$ cat src/rtl/parking_pkg.sv
// Shared types and default constants for the parking gate controller and its display block.
package parking_pkg;

  typedef enum logic [1:0] {
    IDLE     = 2'd0,
    ENTERING = 2'd1,
    EXITING  = 2'd2
  } state_t;

  localparam int unsigned DEFAULT_CLK_FREQUENCY = 40_000_000;
  localparam int unsigned DEFAULT_CAPACITY      = 8;
  localparam int unsigned DEFAULT_GATE_OPEN_SEC = 3;

  // Counter width for a window of `cycles` cycles; never below one bit.
  function automatic int unsigned timer_width(input int unsigned cycles);
    return (cycles <= 2) ? 1 : $clog2(cycles);
  endfunction

endpackage

$ cat src/rtl/parking_gate_controller_gate_timer.sv
// Gate window timer: start loads zero, then counts up while run_i is high; done_o marks the
// last cycle of a GATE_CYCLES-long window.
module gate_timer
  import parking_pkg::*;
#(
  parameter int unsigned GATE_CYCLES = 4
) (
  input  logic clk,
  input  logic rst_n,
  input  logic start_i,
  input  logic run_i,
  output logic done_o
);

  localparam int unsigned TMR_W = timer_width(GATE_CYCLES);
  localparam logic [TMR_W-1:0] LAST = TMR_W'(GATE_CYCLES - 1);

  logic [TMR_W-1:0] count_q, count_d;

  assign done_o = run_i && (count_q == LAST);

  // Count rests at zero outside a window so every window starts from a clean load.
  always_comb begin
    count_d = count_q + 1'b1;
    if (start_i || !run_i || done_o) begin
      count_d = '0;
    end
  end

  always_ff @(posedge clk or negedge rst_n) begin
    if (!rst_n) begin
      count_q <= '0;
    end else begin
      count_q <= count_d;
    end
  end

endmodule

$ cat src/rtl/parking_gate_controller.sv
// Parking lot controller: occupancy tracking, timed entry/exit gate windows and reject pulses.
// Build option PARK_PENDING_EN: queue one request per direction while a gate is busy.
module parking_gate_controller
  import parking_pkg::*;
#(
  parameter  int unsigned CLK_FREQUENCY = DEFAULT_CLK_FREQUENCY,
  parameter  int unsigned CAPACITY      = DEFAULT_CAPACITY,
  parameter  int unsigned GATE_OPEN_SEC = DEFAULT_GATE_OPEN_SEC,
  localparam int unsigned GATE_CYCLES   = CLK_FREQUENCY * GATE_OPEN_SEC,
  localparam int unsigned OCC_W         = $clog2(CAPACITY + 1)
) (
  input  logic             clk,
  input  logic             reset,
  input  logic             entry_req,
  input  logic             exit_req,
  output logic [OCC_W-1:0] occupancy,
  output logic [OCC_W-1:0] free_slots,
  output logic             full,
  output logic             empty,
  output logic             gate_in_open,
  output logic             gate_out_open,
  output logic             reject,
  output state_t           state_o
);

`ifdef PARK_PENDING_EN
  localparam logic PEND_EN = 1'b1;
`else
  localparam logic PEND_EN = 1'b0;
`endif

  localparam logic [OCC_W-1:0] CAP = OCC_W'(CAPACITY);

  state_t           state_q, state_d;
  logic [OCC_W-1:0] occ_q, occ_d;
  logic             gin_q, gin_d;
  logic             gout_q, gout_d;
  logic             rej_q, rej_d;
  logic             pend_in_q, pend_in_d;
  logic             pend_out_q, pend_out_d;
  logic             tmr_start, tmr_done;
  logic             want_entry, want_exit;

  gate_timer #(
    .GATE_CYCLES(GATE_CYCLES)
  ) u_gate_timer (
    .clk    (clk),
    .rst_n  (reset),
    .start_i(tmr_start),
    .run_i  (state_q != IDLE),
    .done_o (tmr_done)
  );

  assign occupancy     = occ_q;
  assign free_slots    = CAP - occ_q;
  assign full          = (occ_q == CAP);
  assign empty         = (occ_q == '0);
  assign gate_in_open  = gin_q;
  assign gate_out_open = gout_q;
  assign reject        = rej_q;
  assign state_o       = state_q;

  // Pending flags are always zero without PARK_PENDING_EN, so these reduce to the raw pulses.
  assign want_entry = entry_req || pend_in_q;
  assign want_exit  = exit_req || pend_out_q;

  always_comb begin
    state_d    = state_q;
    occ_d      = occ_q;
    gin_d      = gin_q;
    gout_d     = gout_q;
    rej_d      = 1'b0;
    pend_in_d  = pend_in_q;
    pend_out_d = pend_out_q;
    tmr_start  = 1'b0;
    unique case (state_q)
      IDLE: begin
        if (want_exit && !empty) begin
          state_d    = EXITING;
          occ_d      = occ_q - OCC_W'(1);
          gout_d     = 1'b1;
          tmr_start  = 1'b1;
          pend_out_d = 1'b0;
          // A simultaneous entry loses to the exit and is treated as a busy request.
          pend_in_d  = PEND_EN & want_entry;
        end else begin
          if (want_exit) begin
            rej_d      = 1'b1;
            pend_out_d = 1'b0;
          end
          if (want_entry && !full) begin
            state_d   = ENTERING;
            occ_d     = occ_q + OCC_W'(1);
            gin_d     = 1'b1;
            tmr_start = 1'b1;
            pend_in_d = 1'b0;
          end else if (want_entry) begin
            rej_d     = 1'b1;
            pend_in_d = 1'b0;
          end
        end
      end
      ENTERING, EXITING: begin
        pend_in_d  = pend_in_q | (PEND_EN & entry_req);
        pend_out_d = pend_out_q | (PEND_EN & exit_req);
        if (tmr_done) begin
          state_d = IDLE;
          gin_d   = 1'b0;
          gout_d  = 1'b0;
        end
      end
      default: begin
        state_d = IDLE;
        gin_d   = 1'b0;
        gout_d  = 1'b0;
      end
    endcase
  end

  always_ff @(posedge clk or negedge reset) begin
    if (!reset) begin
      state_q    <= IDLE;
      occ_q      <= '0;
      gin_q      <= 1'b0;
      gout_q     <= 1'b0;
      rej_q      <= 1'b0;
      pend_in_q  <= 1'b0;
      pend_out_q <= 1'b0;
    end else begin
      state_q    <= state_d;
      occ_q      <= occ_d;
      gin_q      <= gin_d;
      gout_q     <= gout_d;
      rej_q      <= rej_d;
      pend_in_q  <= pend_in_d;
      pend_out_q <= pend_out_d;
    end
  end

endmodule
$ cat config.mk
export PLATFORM = sky130hd
export DESIGN_NAME = parking_gate_controller
export DESIGN_NICKNAME = d
export VERILOG_FILES = /design/src/rtl/parking_pkg.sv /design/src/rtl/parking_gate_controller_gate_timer.sv /design/src/rtl/parking_gate_controller.sv
export SDC_FILE = /design/constraint.sdc
export NUM_CORES = 1
export LEC_CHECK = 0
export BUFFER_PORTS_ARGS = -buffer_cell sky130_fd_sc_hd__clkbuf_2
export CAP_MARGIN = 20
export CORE_ASPECT_RATIO = 1.1
export CORE_MARGIN = 2
export CORE_UTILIZATION = 55
export CTS_BUF_LIST = sky130_fd_sc_hd__clkbuf_4
export DETAILED_ROUTE_END_ITERATION = 10
export PLACE_DENSITY = 0.78
export RECOVER_POWER = 100
export SLEW_MARGIN = 20
export SYNTH_ARGS = -nofsm -noshare
export SYNTH_HDL_FRONTEND = slang
export SYNTH_SLANG_ARGS = --single-unit
$ cat constraint.sdc
create_clock -name clk -period 2.4 [get_ports clk]
set_clock_uncertainty 0.05 [all_clocks]
set_input_delay 0.6 -clock clk [delete_from_list [all_inputs] [get_ports clk]]
set_output_delay 0.6 -clock clk [all_outputs]
set_load 0.02 [all_outputs]
; ---- Word level (Yosys, flattened, before mapping)
; Cells that the tools add are included.
; Widths: inputs -> output; s select.
[totals]
ff_bits = 38
elab_cells = 70
out_inout_bits = 15
[classes]
n_reduce_logical = 23
addsub = 4
mux = 26
n_eq_ne = 9
[ops]
columns = cell, count
row1 = $add 27x1->27 const B, 1
row2 = $eq 27x27->1 const B, 1
row3 = $mux 27, 1
row4 = $mux 1, 17
row5 = $reduce_and 2->1, 5
row6 = $mux 4, 2
row7 = $mux 2, 3
row8 = $ne 2x2->1 const B, 3
row9 = $reduce_bool 2->1, 3
row10 = $add 4x1->4 const B, 1
row11 = $eq 4x4->1 const B, 1
row12 = $logic_not 4->1, 1
row13 = $logic_or 1x1->1, 4
row14 = $pmux 1 s2, 2
row15 = $pmux 2 s2, 1
row16 = $sub 4x1->4 const B, 1
row17 = $sub 4x4->4 const A, 1
row18 = $logic_and 1x1->1, 3
row19 = $logic_not 1->1, 3
row20 = $ne 3x3->1 const B, 1
row21 = $reduce_and 3->1, 1
row22 = $reduce_bool 3->1, 1
row23 = $eq 2x1->1 const B, 1
row24 = $eq 2x2->1 const B, 1
row25 = 3 further kinds, 3

; ---- Logic depth before layout (Yosys ltp)
[depth]
ltp_word = 9
mapped_depth = 11
ltp_nobuf = 11

; ---- Cells and area by module
; Synthesis repeated with hierarchy kept, for this count alone.
[unflattened]
cells_unflattened = 209
area_unflattened_um2 = 2058.2
[by_module_without_submodules]
columns = module, seq_area_each_um2, instances, area_per_inst_um2, cells_per_inst
row1 = gate_timer, 675.6, 1, 1456.4, 148
row2 = parking_gate_controller, 225.2, 1, 601.8, 61

; ---- Least setup slack after synthesis
; OpenSTA, ideal clock, no wires.
[synth_path]
path_kind = reg-to-reg
startpoint = register occ_q[0] (netlist: occupancy[0])
endpoint = register occ_q[3] (netlist: occupancy[3])
slack_ns = -0.542
arrival_time_ns = 2.760
n_path_buf = 0
setup_ns = 0.132
stages_incl_launch_ff = 12
cell_sequence = dfrtp_1 > inv_1 > ha_1 > nor3b_1 > nand2b_1 > inv_1 > ha_1 > a21o_1 > a21oi_1 > xnor2_1 > nand2_1 > xnor2_1
[synth_via]
elab_chain_len = 5
[synth_lines]
columns = element, line_no
row1 = "start, declared", parking_gate_controller.sv:35  ; logic [OCC_W-1:0] occ_q, occ_d;
row2 = "start signal, assigned", parking_gate_controller.sv:123  ; occ_q <= '0;
row3 = "start signal, assigned", parking_gate_controller.sv:131  ; occ_q <= occ_d;
row4 = $logic_not 4->1 *, parking_gate_controller.sv:57  ; assign empty = (occ_q == '0);
row5 = via empty, parking_gate_controller.sv:19  ; output logic empty,
row6 = $logic_not 1->1 *, parking_gate_controller.sv:78  ; if (want_exit && !empty) begin
row7 = $logic_and 1x1->1 *, parking_gate_controller.sv:78
row8 = $reduce_bool 2->1 (no line), -
row9 = $reduce_and 2->1 (no line), -
; The timed path passes the listed nets; every way through them passes the cells marked *. The select of a mux whose other input is x is not followed.
; A chain may end at the register's enable or synchronous reset.

; ---- Worst setup path after layout
[layout_path]
startpoint = register occ_q[1] (netlist: occupancy[1])
endpoint = register occ_q[3] (netlist: occupancy[3])
[layout_via]
elab_chain_len = 5
[layout_lines]
columns = element
row1 = branches (longest 5 deep; another with $add 4x1->4)
; Parallel ways; which one is timed is not known. The select of a mux whose other input is x is not followed.

==> impl_metrics.env <==
export IMPL_status="finished clean"
export IMPL_clkTransAtPathRegs_ps=110
export IMPL_clock_path_buffers=2
export IMPL_hp_class="in -> async"
export IMPL_place_hpwl_um=2810
export IMPL_grt_pass1_vias=1401
export IMPL_cp_buffers_inverters=2
export IMPL_slew_violations=0
export IMPL_ant_nets=0
export IMPL_die_w_um=60.3
export IMPL_die_h_um=65.9
export IMPL_synth_cell_types=34
export IMPL_period_minus_slack_ps=2310
export IMPL_start_kind="flip-flop"
export IMPL_gp_congestion=0.837
export IMPL_instances_no_fill=271
export IMPL_wl_um=3830
export IMPL_dp_cells=259
export IMPL_ir_drop_mv=0.909
export IMPL_syn_inst=189
export IMPL_path_class="reg -> reg"
export IMPL_fin_crit_sh_pct=96.2
export IMPL_synth_area_per_cell_sq_um=10.1
export IMPL_seq_area_sq_um=902
export IMPL_yosysTopAreaCell="dfrtp_1"
export IMPL_portBuffers=18
export IMPL_synth_enable_flop_cells=0
export IMPL_hold_viol_final=0
export IMPL_final_nets=233
export IMPL_drtIter0Drc=66
export IMPL_drc=0
export IMPL_setup_slack_ps=91.5
export IMPL_wl_per_cell_um=14.1
export IMPL_cpPeakStageDelay_ps=460
export IMPL_multi_input_area_sq_um=978
export IMPL_yosysWarnings=0
export IMPL_path_delay_family="simple AND/OR/NAND/NOR gates"
export IMPL_slowest_stage="dfrtp_1"
export IMPL_arrival_ps=2490
export IMPL_grt_max_degree=24
export IMPL_synthArstFlopShare_pct=100
export IMPL_cts_root_buf="clkbuf_4"
export IMPL_ctsHoldBuffers=0
export IMPL_setup_viol_count_final=0
export IMPL_synth_flop_cell="dfrtp_1"
export IMPL_synth_nets=200
export IMPL_critical_path_max_fanout=5
export IMPL_grt_util_all_layers_pct=22.2
export IMPL_slew_headroom_pct=16.9
export IMPL_clkLatencyLatePin_ps=340
export IMPL_cts_buffers=5
export IMPL_num_rows=22
export IMPL_leakage_nw=1.01
export IMPL_whs_ps=442
export IMPL_critPathCaptureType="flip-flop"
export IMPL_synth_top_cell_area_share_pct=47.1
export IMPL_antenna_cells=0
export IMPL_ys_ff_latch=36
export IMPL_power_density_nw_per_um2=1090
export IMPL_p_total_mw=2.48
export IMPL_fmax_mhz=433
export IMPL_synth_area_sq_um=1910
export IMPL_grt_pass1_wl_um=6510
export IMPL_dieArea_sq_um=3970
export IMPL_drv_cap=0
export IMPL_tritoncts="built"
export IMPL_vias=1478
export IMPL_critical_path_cell_chain="inv_2, ha_4, nor3b_4, nand2b_4, inv_2, ha_1, a21o_1, a21oi_2, xnor2_1, nand2_1, xnor2_1"
export IMPL_htreeDepth=2
export IMPL_drive_above_1_share_pct=19.3
export IMPL_viasPerCell=5.45
export IMPL_yosysSeqAreaShare_pct=47.1
export IMPL_drtPass1Iterations=6
export IMPL_area_growth_pct=18.4
export IMPL_overflow=0
export IMPL_cts_sinks=36
export IMPL_place_ws_ps=87.3
export IMPL_worstPathRequired_ps=2590
export IMPL_ios=19
export IMPL_synth_common_cells="36 x dfrtp_1, 36 x nor2_1, 17 x xor2_1, 14 x xnor2_1, 12 x nand3_1"
export IMPL_tightest_slew_ps=1250
export IMPL_antenna_found_initial=0
export IMPL_start_util_pct=57.5
export IMPL_fp_coreArea_sq_um=3330
export IMPL_fillers=258
export IMPL_synthTopCellsByArea="dfrtp_1 47%, xor2_1 7.8%, nor2_1 7.1%, xnor2_1 6.4%, ha_1 3.9%"
[cell families after synthesis]
family | after synthesis | share of synthesized area [%]
AO/OA/AOI/OAI | 13 | 5.95
multiplexers | 1 | 0.588
AND/OR/NAND/NOR | 87 | 23.9
flip-flops | 36 | 47.1
buffers and inverters | 14 | 3.33
adder cells (fa/ha/maj) | 7 | 4.97
XOR/XNOR | 31 | 14.2
[layout by cell type, fill, tap and decap left out, drive strengths merged, types with 3 or more instances in the layout]
master  Yosys  layout
a21oi       5       5
and3        5       5
buf         3      10
bufinv      0       3
clkbuf      0      24
dfrtp      36      36
ha          6       6
inv        11      11
nand2       8       8
nand3      12      12
nand4      10      10
nor2       36      36
nor4        5       5
xnor2      14      14
xor2       17      17
[sequential cells by signal, summed over array words and instances, names as in the netlist]
name	cells
gate_in_open	1
gate_out_open	1
occupancy	4
reject	1
state_o	2
u_gate_timer.count_q	27
[through the flow]
stage | area (sq um) | util (%) | setup TNS [ps]
finish | 2270 | 68.0 | 0
global route | 2270 | 68.0 | -45.7
CTS | 2260 | 67.8 | 0
detailed placement | 2130 | 64.0 | 0
global placement | 2130 | 64.0 | 0
floorplan | 1950 | - | 0
[what timing repair did]
action,CTS,global route
buffers inserted,0,4
endpoints found under the setup margin,0,1
gates resized for setup,0,0
[power breakdown]
group	leakage (nW)	switching (mW)	internal (mW)
combinational	0.463	0.612	0.420
sequential	0.484	0.110	0.698
clock	0.0654	0.210	0.429
total	1.01	0.931	1.55
[area by class of cell]
cell class	count	share of cell area [%]
Clock buffer	5	1.66
Clock inverter	3	3.98
Inverter	11	1.82
Multi-Input combinational cell	139	43.2
Sequential cell	36	39.8
Tap cell	48	2.65
Timing Repair Buffer	29	6.90
[worst paths after layout]
kind	start	to	slack [ps]	cells past startpoint
worst max-delay path	occupancy[1]	occupancy[3]	90	11
worst min-delay path	reset	u_gate_timer.count_q[24]	440	1
worst max register to register	occupancy[1]	occupancy[3]	90	11
worst min register to register	u_gate_timer.count_q[0]	u_gate_timer.count_q[0]	470	1
max in group asynchronous	reset	u_gate_timer.count_q[4]	640	2
min in group clk	u_gate_timer.count_q[0]	u_gate_timer.count_q[0]	470	1
[per-layer routing]
metal	part of all wire, %	up-vias	track usage (%)
met5	0	-	0
met4	2.1	0	7.50
met3	5.0	8	5.68
met2	48	40	34.5
met1	45	718	30.1
li1	-	712	-
No activity file was read; power rests on OpenSTA's default activity.
